===== src/rtl/sr_scan_ctrl.sv =====
// sr_scan_ctrl -- scan controller for an 8-digit multiplexed 7-segment display
// driven through a 16-bit 74HC595-style shift-register chain.
//
// Each digit becomes a frame {segment byte, digit-select byte}. The frame is
// shifted out MSB-first on sclk_o/dio_o and latched with an rclk_o pulse. The
// digit is then held for DWELL cycles before the next one is sent.
//
// Ports:
//   clk           system clock, everything on posedge
//   rst_n_i       synchronous active-low reset
//   en_i          scan enable (level)
//   value_i[31:0] hex digits, digit k = value_i[4k+3:4k]
//   dp_i[7:0]     decimal point per digit (active-high)
//   digit_en_i    per-digit enable, 0 blanks the digit (still scanned)
//   sclk_o        shift clock to chain
//   dio_o         serial data to chain
//   rclk_o        storage-register latch pulse
//   busy_o        high whenever not IDLE
//   cur_digit_o   digit being sent / displayed
//   frame_done_o  one-cycle pulse when digit 7's dwell ends
module sr_scan_ctrl #(
  parameter int unsigned CLK_DIV        = 2,
  parameter int unsigned DWELL          = 1000,
  parameter bit          SEG_ACTIVE_LOW = 1'b1,
  parameter bit          SEL_ACTIVE_LOW = 1'b1
) (
  input  logic        clk,
  input  logic        rst_n_i,
  input  logic        en_i,
  input  logic [31:0] value_i,
  input  logic [7:0]  dp_i,
  input  logic [7:0]  digit_en_i,
  output logic        sclk_o,
  output logic        dio_o,
  output logic        rclk_o,
  output logic        busy_o,
  output logic [2:0]  cur_digit_o,
  output logic        frame_done_o
);

  // One counter serves the bit period, latch pulse and dwell; size it for the longest.
  localparam int unsigned BIT_CYC = 2 * CLK_DIV;
  localparam int unsigned MAXC    = (BIT_CYC > DWELL) ? BIT_CYC : DWELL;
  localparam int unsigned CW      = $clog2(MAXC);

  typedef enum logic [2:0] {S_IDLE, S_LOAD, S_SHIFT, S_LATCH, S_DWELL} state_e;

  state_e        state_q, state_d;
  logic [CW-1:0] cnt_q, cnt_d;
  logic [3:0]    bit_q, bit_d;
  logic [15:0]   sh_q, sh_d;
  logic [2:0]    dig_q, dig_d;
  logic [31:0]   val_q, val_d;
  logic [7:0]    dp_q, dp_d, den_q, den_d;
  logic          fd_q, fd_d;
  logic          capture;
  logic [7:0]    seg, seg_x, sel_x;
  logic [15:0]   frame;

  function automatic logic [6:0] hex7(input logic [3:0] h);
    case (h)
      4'h0: hex7 = 7'h3F; 4'h1: hex7 = 7'h06; 4'h2: hex7 = 7'h5B; 4'h3: hex7 = 7'h4F;
      4'h4: hex7 = 7'h66; 4'h5: hex7 = 7'h6D; 4'h6: hex7 = 7'h7D; 4'h7: hex7 = 7'h07;
      4'h8: hex7 = 7'h7F; 4'h9: hex7 = 7'h6F; 4'hA: hex7 = 7'h77; 4'hB: hex7 = 7'h7C;
      4'hC: hex7 = 7'h39; 4'hD: hex7 = 7'h5E; 4'hE: hex7 = 7'h79; default: hex7 = 7'h71;
    endcase
  endfunction

  // Frame is built from the shadow registers only, so a pass never tears.
  always_comb begin
    seg   = den_q[dig_q] ? {dp_q[dig_q], hex7(val_q[{dig_q, 2'b00} +: 4])} : 8'h00;
    seg_x = SEG_ACTIVE_LOW ? ~seg : seg;
    sel_x = SEL_ACTIVE_LOW ? ~(8'h01 << dig_q) : (8'h01 << dig_q);
    frame = {seg_x, sel_x};
  end

  always_comb begin
    state_d = state_q;
    cnt_d   = cnt_q;
    bit_d   = bit_q;
    sh_d    = sh_q;
    dig_d   = dig_q;
    fd_d    = 1'b0;
    capture = 1'b0;
    case (state_q)
      S_IDLE: begin
        cnt_d = '0;
        bit_d = '0;
        dig_d = '0;
        if (en_i) begin
          state_d = S_LOAD;
          capture = 1'b1;
        end
      end
      S_LOAD: begin
        sh_d    = frame;
        cnt_d   = '0;
        bit_d   = '0;
        state_d = S_SHIFT;
      end
      S_SHIFT: begin
        // Low for CLK_DIV, high for CLK_DIV; the shift lands with the falling edge.
        if (cnt_q == CW'(BIT_CYC - 1)) begin
          cnt_d = '0;
          sh_d  = {sh_q[14:0], 1'b0};
          if (bit_q == 4'd15) state_d = S_LATCH;
          else                bit_d   = bit_q + 4'd1;
        end else begin
          cnt_d = cnt_q + 1'b1;
        end
      end
      S_LATCH: begin
        if (cnt_q == CW'(CLK_DIV - 1)) begin
          cnt_d   = '0;
          state_d = S_DWELL;
        end else begin
          cnt_d = cnt_q + 1'b1;
        end
      end
      S_DWELL: begin
        if (cnt_q == CW'(DWELL - 1)) begin
          cnt_d = '0;
          fd_d  = (dig_q == 3'd7);
          if (en_i) begin
            dig_d   = dig_q + 3'd1;
            state_d = S_LOAD;
            capture = (dig_q == 3'd7);
          end else begin
            dig_d   = '0;
            state_d = S_IDLE;
          end
        end else begin
          cnt_d = cnt_q + 1'b1;
        end
      end
      default: state_d = S_IDLE;
    endcase
  end

  always_comb begin
    val_d = capture ? value_i    : val_q;
    dp_d  = capture ? dp_i       : dp_q;
    den_d = capture ? digit_en_i : den_q;
  end

  always_ff @(posedge clk) begin
    if (!rst_n_i) begin
      state_q <= S_IDLE;
      cnt_q   <= '0;
      bit_q   <= '0;
      sh_q    <= '0;
      dig_q   <= '0;
      val_q   <= '0;
      dp_q    <= '0;
      den_q   <= '0;
      fd_q    <= 1'b0;
    end else begin
      state_q <= state_d;
      cnt_q   <= cnt_d;
      bit_q   <= bit_d;
      sh_q    <= sh_d;
      dig_q   <= dig_d;
      val_q   <= val_d;
      dp_q    <= dp_d;
      den_q   <= den_d;
      fd_q    <= fd_d;
    end
  end

  // Pin outputs decode straight from registered state, so sclk and rclk cannot overlap.
  assign sclk_o       = (state_q == S_SHIFT) && (cnt_q >= CW'(CLK_DIV));
  assign dio_o        = (state_q == S_SHIFT) && sh_q[15];
  assign rclk_o       = (state_q == S_LATCH);
  assign busy_o       = (state_q != S_IDLE);
  assign cur_digit_o  = dig_q;
  assign frame_done_o = fd_q;

endmodule


===== config.mk =====
export PLATFORM = sky130hd
export DESIGN_NAME = sr_scan_ctrl
export DESIGN_NICKNAME = d
export VERILOG_FILES = /design/src/rtl/sr_scan_ctrl.sv
export SDC_FILE = /design/constraint.sdc
export NUM_CORES = 1
export LEC_CHECK = 0
export ABC_AREA = 1
export CORE_MARGIN = 5
export CORE_UTILIZATION = 42
export DETAILED_ROUTE_END_ITERATION = 12
export GPL_TIMING_DRIVEN = 0
export HOLD_SLACK_MARGIN = 0.03
export PLACE_DENSITY_LB_ADDON = 0.12
export RECOVER_POWER = 100
export SYNTH_ARGS = -nofsm -noshare
export SYNTH_HDL_FRONTEND = slang
export SYNTH_SLANG_ARGS = --single-unit

===== constraint.sdc =====
create_clock -name clk -period 2.1 [get_ports clk]
set_input_delay 0.63 -clock clk [delete_from_list [all_inputs] [get_ports clk]]
set_output_delay 0.63 -clock clk [all_outputs]
set_load 0.05 [all_outputs]

# After elaboration in Yosys (flattened, before gate mapping)
# Memories as Yosys holds them, arrays and structs flattened.
# Index checks and enable logic that the tools add are counted.
[word_totals]
elab_cells = 76
n_memories = 1
mem_bits_ro = 112
out_inout_bits = 8
in_bits = 51
regBits = 85
[mem_list]
columns = ["memory", "depth", "word_bits", "rd", "rd_ports_with_merged_regs", "write_ports", "line", "rtl"]
rows = [
  ["(name not given)", 16, 7, 1, 0, 0, "61", "case (h)"],
]
[classes]
reduce_logical = 14
n_shift = 2
n_mux = 28
order_cmp = 2
eq_ne = 15
bitwise_logic = 2
n_addsub = 3
[ops]
columns = ["operator", "count"]
rows = [
  ["10-bit one-hot mux with 4 select lines", 1],
  ["16-bit one-hot mux with 2 select lines", 1],
  ["32-bit by 6-bit indexed part select with 4-bit output", 1],
  ["10-bit two-way mux", 3],
  ["3-bit two-way mux", 7],
  ["16-bit two-way mux", 1],
  ["8-bit NOT", 2],
  ["3-bit one-hot mux with 5 select lines", 1],
  ["10-bit by 1-bit adder with 10-bit output (second input constant)", 1],
  ["10-bit by 1-bit equality test with 1-bit output (second input constant)", 1],
  ["10-bit equality test (second input constant)", 1],
  ["10-bit by 2-bit equality test with 1-bit output (second input constant)", 1],
  ["10-bit by 2-bit >= comparator with 1-bit output (second input constant)", 1],
  ["2-bit != test (second input constant)", 5],
  ["4-bit two-way mux", 2],
  ["8-bit two-way mux", 1],
  ["4-bit one-hot mux with 2 select lines", 1],
  ["1-bit by 3-bit << shifter with 8-bit output (first input constant)", 1],
  ["1-bit binary-select mux with 3-bit select", 2],
  ["3-bit by 2-bit equality test with 1-bit output (second input constant)", 2],
  ["3-bit equality test (second input constant)", 2],
  ["1-bit two-way mux", 6],
  ["3-bit one-hot mux with 2 select lines", 1],
  ["3-bit AND reduction", 2],
  ["15 further kinds", 19],
]

# Longest topological paths before layout
# Gate-level depths: netlist of run 1.
[depth]
depth_word = 5
ltp_mapped = 15
mapped_depth_nobuf = 13

# Worst setup path before layout of run 1
# Ideal clock, no wire load.
[synth_timing]
path_kind = "flip-flop to output port"
start = "register state_q[0]"
end = "output sclk_o"
t_required_ns = 1.470
n_path_buf = 1
stages_incl_launch_ff = 5
setup_slack_ns = -0.153
arrival_ns = 1.623
cell_sequence = "dfxtp_1 nor2_1 nand2_1 clkbuf_1 a21oi_1"
[synth_between]
elab_chain_len = 2
[synth_lines]
columns = ["item", "line", "rtl"]
rows = [
  ["from (decl)", "48", "state_e state_q, state_d;"],
  ["from (signal assigned)", "158", "state_q <= state_d;"],
  ["3-bit by 2-bit equality test with 1-bit output", "171", "assign sclk_o = (state_q == S_SHIFT) && (cnt_q >= CW'(CLK_DIV));"],
  ["1-bit logical AND", "171", ""],
  ["to (decl)", "33", "output logic sclk_o,"],
]
# Every way passes these cells.

# Worst setup path after layout of run 1
[layout_timing]
start = "register dig_q[0] (netlist: cur_digit_o[0])"
end = "register sh_q[11]"
[layout_between]
elab_chain_len = 5
word_cells_on_any_way = 7
classes_between = "shift: 1; mux: 4; bitwise: 1; memory: 1"
[layout_lines]
columns = ["item", "line", "rtl"]
rows = [
  ["from (decl)", "52", "logic [2:0] dig_q, dig_d;"],
  ["from (signal assigned)", "162", "dig_q <= dig_d;"],
  ["32-bit by 6-bit indexed part select with 4-bit output or 1-bit binary-select mux with 3-bit select (tied branches)", "71", "seg = den_q[dig_q] ? {dp_q[dig_q], hex7(val_q[{dig_q, 2'b00} +: 4])} : 8'h00;"],
  ["memory read 16 x 7 bit or 1-bit two-way mux (tied branches)", "--", ""],
  ["8-bit two-way mux *", "71", ""],
  ["8-bit NOT *", "72", "seg_x = SEG_ACTIVE_LOW ? ~seg : seg;"],
  ["16-bit one-hot mux with 2 select lines *", "85", "case (state_q)"],
  ["to (signal assigned)", "151", "sh_q <= '0;"],
  ["to (signal assigned)", "161", "sh_q <= sh_d;"],
  ["to (decl)", "51", "logic [15:0] sh_q, sh_d;"],
]
# Every way passes the cells marked *; elsewhere a longest branch is shown, timed or not. The select of a mux whose other input is x is not followed.
# A chain may end at the register's enable or synchronous reset.

==> results.md, run 1 <==
- Critical Path End Type: flip-flop
- Die Area: about 0.013 mm2
- Crit path launch type: flip-flop
- Worst-case vdd ir drop: a little over 0.0005 V
- Total CTS buffers: 9
- Ports: a little under 60
- RSZ-0062 raised after global routing: true
- Final slew viol count: 0
- Pre-antenna DRT Iters: 5
- WS Path Type: flip-flop to flip-flop
- Cell row count: 38
- Largest net degree at the start of global routing: 15
- GRT Resource Usage Total: a little under a fifth
- Detailed router's first-iteration violation count: approximately 280
- Synthesized area: roughly 0.0046 mm2
- Post-Synth Adder-Cell Area: under 10%
- Die Wd: approximately 110 um
- HPWL after DPL: 8.80 mm
- Syn Nets: ~730
- Initial core utilization: between 40 and 50%
- Hold_buf cts: 0
- Antenna-violating nets left: 0
- Pwr Density: 1350 mW/mm2
- Final #Nets: between 800 and 900
- Worst EP required: 2320 ps
- Grt ovf: 0
- Crit-path most repeated cell: nand2_1
- Clock Path Buffers: 2
- Rel. slew slack: between 60% and 70%
- Count of cell types in the netlist: 37
- Worst Hold Class: flip-flop to flip-flop
- Endpoints failing setup: 0
- Port Buffers: 58
- Hold depth: 2
- Pre-CTS setup slack: -570 ps
- Setup Total Neg Slack: 0 ps
- Status: finished, final reports clean
- Root Driver: clkbuf_8
- Initial antenna violation count: 0
- Vias in the first global route: roughly 4300
- Worst Max-Slew Pin Slew: ~600 ps
- First-pass GRT wire length: 20.1 mm
- Post-Syn Instances: between 600 and 700
- Worst-path clk slew: 90 ps
- Clock sink total: 85
- Finished Core Util: roughly 53%
- Fillers: between 1000 and 1500
- H-tree level count: 3
- Drt drc: 0
- Area Growth Syn to Fin: 23.7%
- GR Util met2: 30.7%
- Via count: 4450
- Simple-gate share of the synthesized area: roughly a third
- Core Region: between 0.01 and 0.015 mm2
- Max-cap viol count: 0
- Cells on worst reg2reg path: 15
- Min Clock Period, post-route: around 2000 ps
- Complex-gate fraction of the synthesized area: 14.5%
- CTS tree: done
- Avg Inst Size Synth: around 7 um2
- Avg Vias per Cell: 5.05
- CP max stage cell: dfxtp_2
- Worst setup margin: approximately 100 ps
- Critical-path maximum fanout: 10
- Total leakage power: 2.47 nW
- Share of layout cells above drive strength 1: 16.3%
- Worst-Skew Late Latency: between 300 and 400 ps
- DR WL/cell: 13.4 um
- WHS: about 470 ps
- Period utilisation layout: between 90 and 100%
- Die Ht: 115 um
- Largest family of logic cells by synthesized area: simple AND/OR/NAND/NOR gates
- Final wirelength: 11.8 mm
- Pwr Total: 7.66 mW
- Fmax: approximately 500 MHz
- Yosys warnings: 0
- Arrival time at the worst endpoint: roughly 2200 ps
- GR Util met3: under 10%
- Area share of xor/xnor cells in the synthesized design: less than 1%
- Register bit total from synthesis: 85
- Final hold viol count: 0
- Slowest cell delay on critical path: around 350 ps
- Seq/Total Area, Yosys: between 30% and 40%
- Top Usage Layer GRT: met2
- Sequence of cells on the critical path: buf_8 > inv_6 > buf_8 > nand2_1 > nand3_1 > nand2_1 > nand2_1 > nand2_2 > ha_1 > inv_1 > nand3_2 > nand3_1 > nand3_1 > nand2_1 > a21oi_1
- Routability cong.: 0.912
- Mux share of post-synthesis cell area: 0%
- # diodes: 0
- Final setup skew: approximately 13 ps
- GR Layer Usage met1: 26.2%
-- kinds of logic after synthesis --
group,Yosys count
AND/OR/NAND/NOR,333
buffers and inverters,102
adder cells (fa/ha/maj),16
flip-flops,85
AO/OA/AOI/OAI,126
XOR/XNOR,5
-- stage by stage --
stage / instance area (um2) / instances
floorplan: 4600 / 667
global placement: 5350 / 865
detailed placement: 5350 / 865
CTS: 5600 / 882
global route: 5680 / 881
finish: 5680 / 881
-- cells in the final DEF (no fill, tap or decap), types with 7 or more instances in the layout --
| cell type | n |
|---|---|
| nor2_1 | 112 |
| nand2_1 | 105 |
| o21ai_0 | 83 |
| dfxtp_1 | 80 |
| inv_1 | 59 |
| clkdlybuf4s50_1 | 50 |
| nand3_1 | 45 |
| nor2_2 | 26 |
| a21oi_1 | 24 |
| ha_1 | 14 |
| nand3_2 | 11 |
| buf_6 | 10 |
| nand2_2 | 9 |
| clkbuf_1 | 9 |
| clkbuf_8 | 9 |
| inv_2 | 8 |
| nand4_1 | 7 |
| a31oi_1 | 7 |
-- layer usage --
metal  vias to the layer above  wire [um]
li1                       2286          -
met1                      2037       5730
met3                        12        598
met2                       115       5320
met4                         0        155
met5                         -          0
-- layout make-up --
type / count / area (um2) / area share, %
tap: 140 / 175 / 3.09
timing repair buffer: 59 / 586 / 10.3
clock buffer: 10 / 128 / 2.25
clock inverter: 6 / 87.6 / 1.54
buffer: 32 / 234 / 4.12
sequential: 85 / 1710 / 30.1
multi-input combinational: 480 / 2490 / 43.9
inverter: 69 / 264 / 4.65
-- power breakdown --
part / internal, mW / switching [mW]
Combinational: 1.45 / 2.57
Clock: 0.671 / 0.601
Sequential: 2.08 / 0.290
Total: 4.20 / 3.46
-- sequential cells by signal, summed over array words and instances (netlist names) --
register / flops
bit_q: 4
cnt_q: 10
cur_digit_o: 3
den_q: 8
dp_q: 8
frame_done_o: 1
sh_q: 16
state_q: 3
val_q: 32
-- critical path, delay by kind of cell (launching register included) --
family	cells	cell delay (ps)
and+or+nand+nor	9	800
DFF	1	350
AOI/OAI and AO/OA	1	50
buffers and inverters	4	470
adders and majority gates	1	190
-- worst paths after layout --
kind | from | to | slack, ps
setup / recovery | cur_digit_o[0] | sh_q[11] | 100
hold / removal | sh_q[11] | sh_q[11] | 470
setup reg to reg | cur_digit_o[0] | sh_q[11] | 100
hold reg to reg | sh_q[11] | sh_q[11] | 470
-- cells in the mapped netlist --
| cell type | instances | area share (%) |
|---|---|---|
| nand4_2 | 1 | 0.27 |
| clkinv_1 | 1 | 0.082 |
| a21oi_2 | 1 | 0.19 |
| buf_1 | 1 | 0.082 |
| nand3_2 | 6 | 1.3 |
| nand4_1 | 7 | 0.95 |
| o21ai_1 | 2 | 0.22 |
| nor3b_2 | 1 | 0.27 |
| nor3_1 | 4 | 0.44 |
| ha_1 | 16 | 4.4 |
| clkbuf_1 | 13 | 1.1 |
| buf_2 | 9 | 0.98 |
| nor4_1 | 1 | 0.14 |
| a31oi_1 | 7 | 0.95 |
| xor2_1 | 5 | 0.95 |
| nor2_2 | 24 | 3.3 |
| o21ai_0 | 83 | 9.1 |
| inv_1 | 60 | 4.9 |
| o22ai_1 | 2 | 0.27 |
| inv_2 | 7 | 0.57 |
| buf_6 | 9 | 2.2 |
| nor3_2 | 1 | 0.22 |
| or2_2 | 5 | 0.68 |
| inv_6 | 1 | 0.19 |
| nand2_4 | 1 | 0.25 |
| o211ai_1 | 1 | 0.16 |
| nand2_2 | 5 | 0.68 |
| nand2_1 | 110 | 9.0 |
| nor2_1 | 115 | 9.4 |
| nand3_1 | 50 | 5.5 |
| a21oi_1 | 25 | 2.7 |
| o21ai_2 | 1 | 0.19 |
| o211a_1 | 2 | 0.44 |
| buf_4 | 1 | 0.16 |
| a211oi_1 | 2 | 0.33 |
| dfxtp_1 | 85 | 37 |
| nor2_4 | 2 | 0.49 |
-- repair_timing --
action | in CTS | in global routing
endpoints found under the hold margin | 0 | 0
setup buffers | 1 | 0
gates resized for setup | 39 | 31
setup endpoints to repair | 12 | 32
pin swaps | 1 | 1
Power figures use the tool's default switching activity.
==> run 2, diff against run 1 <==
--- a/config.mk
+++ b/config.mk
@@ -6,6 +6,8 @@
 export NUM_CORES = 1
 export LEC_CHECK = 0
 export ABC_AREA = 1
+export ABC_CLOCK_PERIOD_IN_PS = 2100
+export CAP_MARGIN = 15
 export CORE_MARGIN = 5
 export CORE_UTILIZATION = 42
 export DETAILED_ROUTE_END_ITERATION = 12
==> results of run 2 <==
The final DEF is identical to that of run 1; final timing and power are the same.
==> run 3, diff against run 2 <==
--- a/config.mk
+++ b/config.mk
@@ -7,7 +7,7 @@
 export LEC_CHECK = 0
 export ABC_AREA = 1
 export ABC_CLOCK_PERIOD_IN_PS = 2100
-export CAP_MARGIN = 15
+export CAP_MARGIN = 0
 export CORE_MARGIN = 5
 export CORE_UTILIZATION = 42
 export DETAILED_ROUTE_END_ITERATION = 12
==> results of run 3 <==
The final DEF is identical to that of run 1; final timing and power are the same.
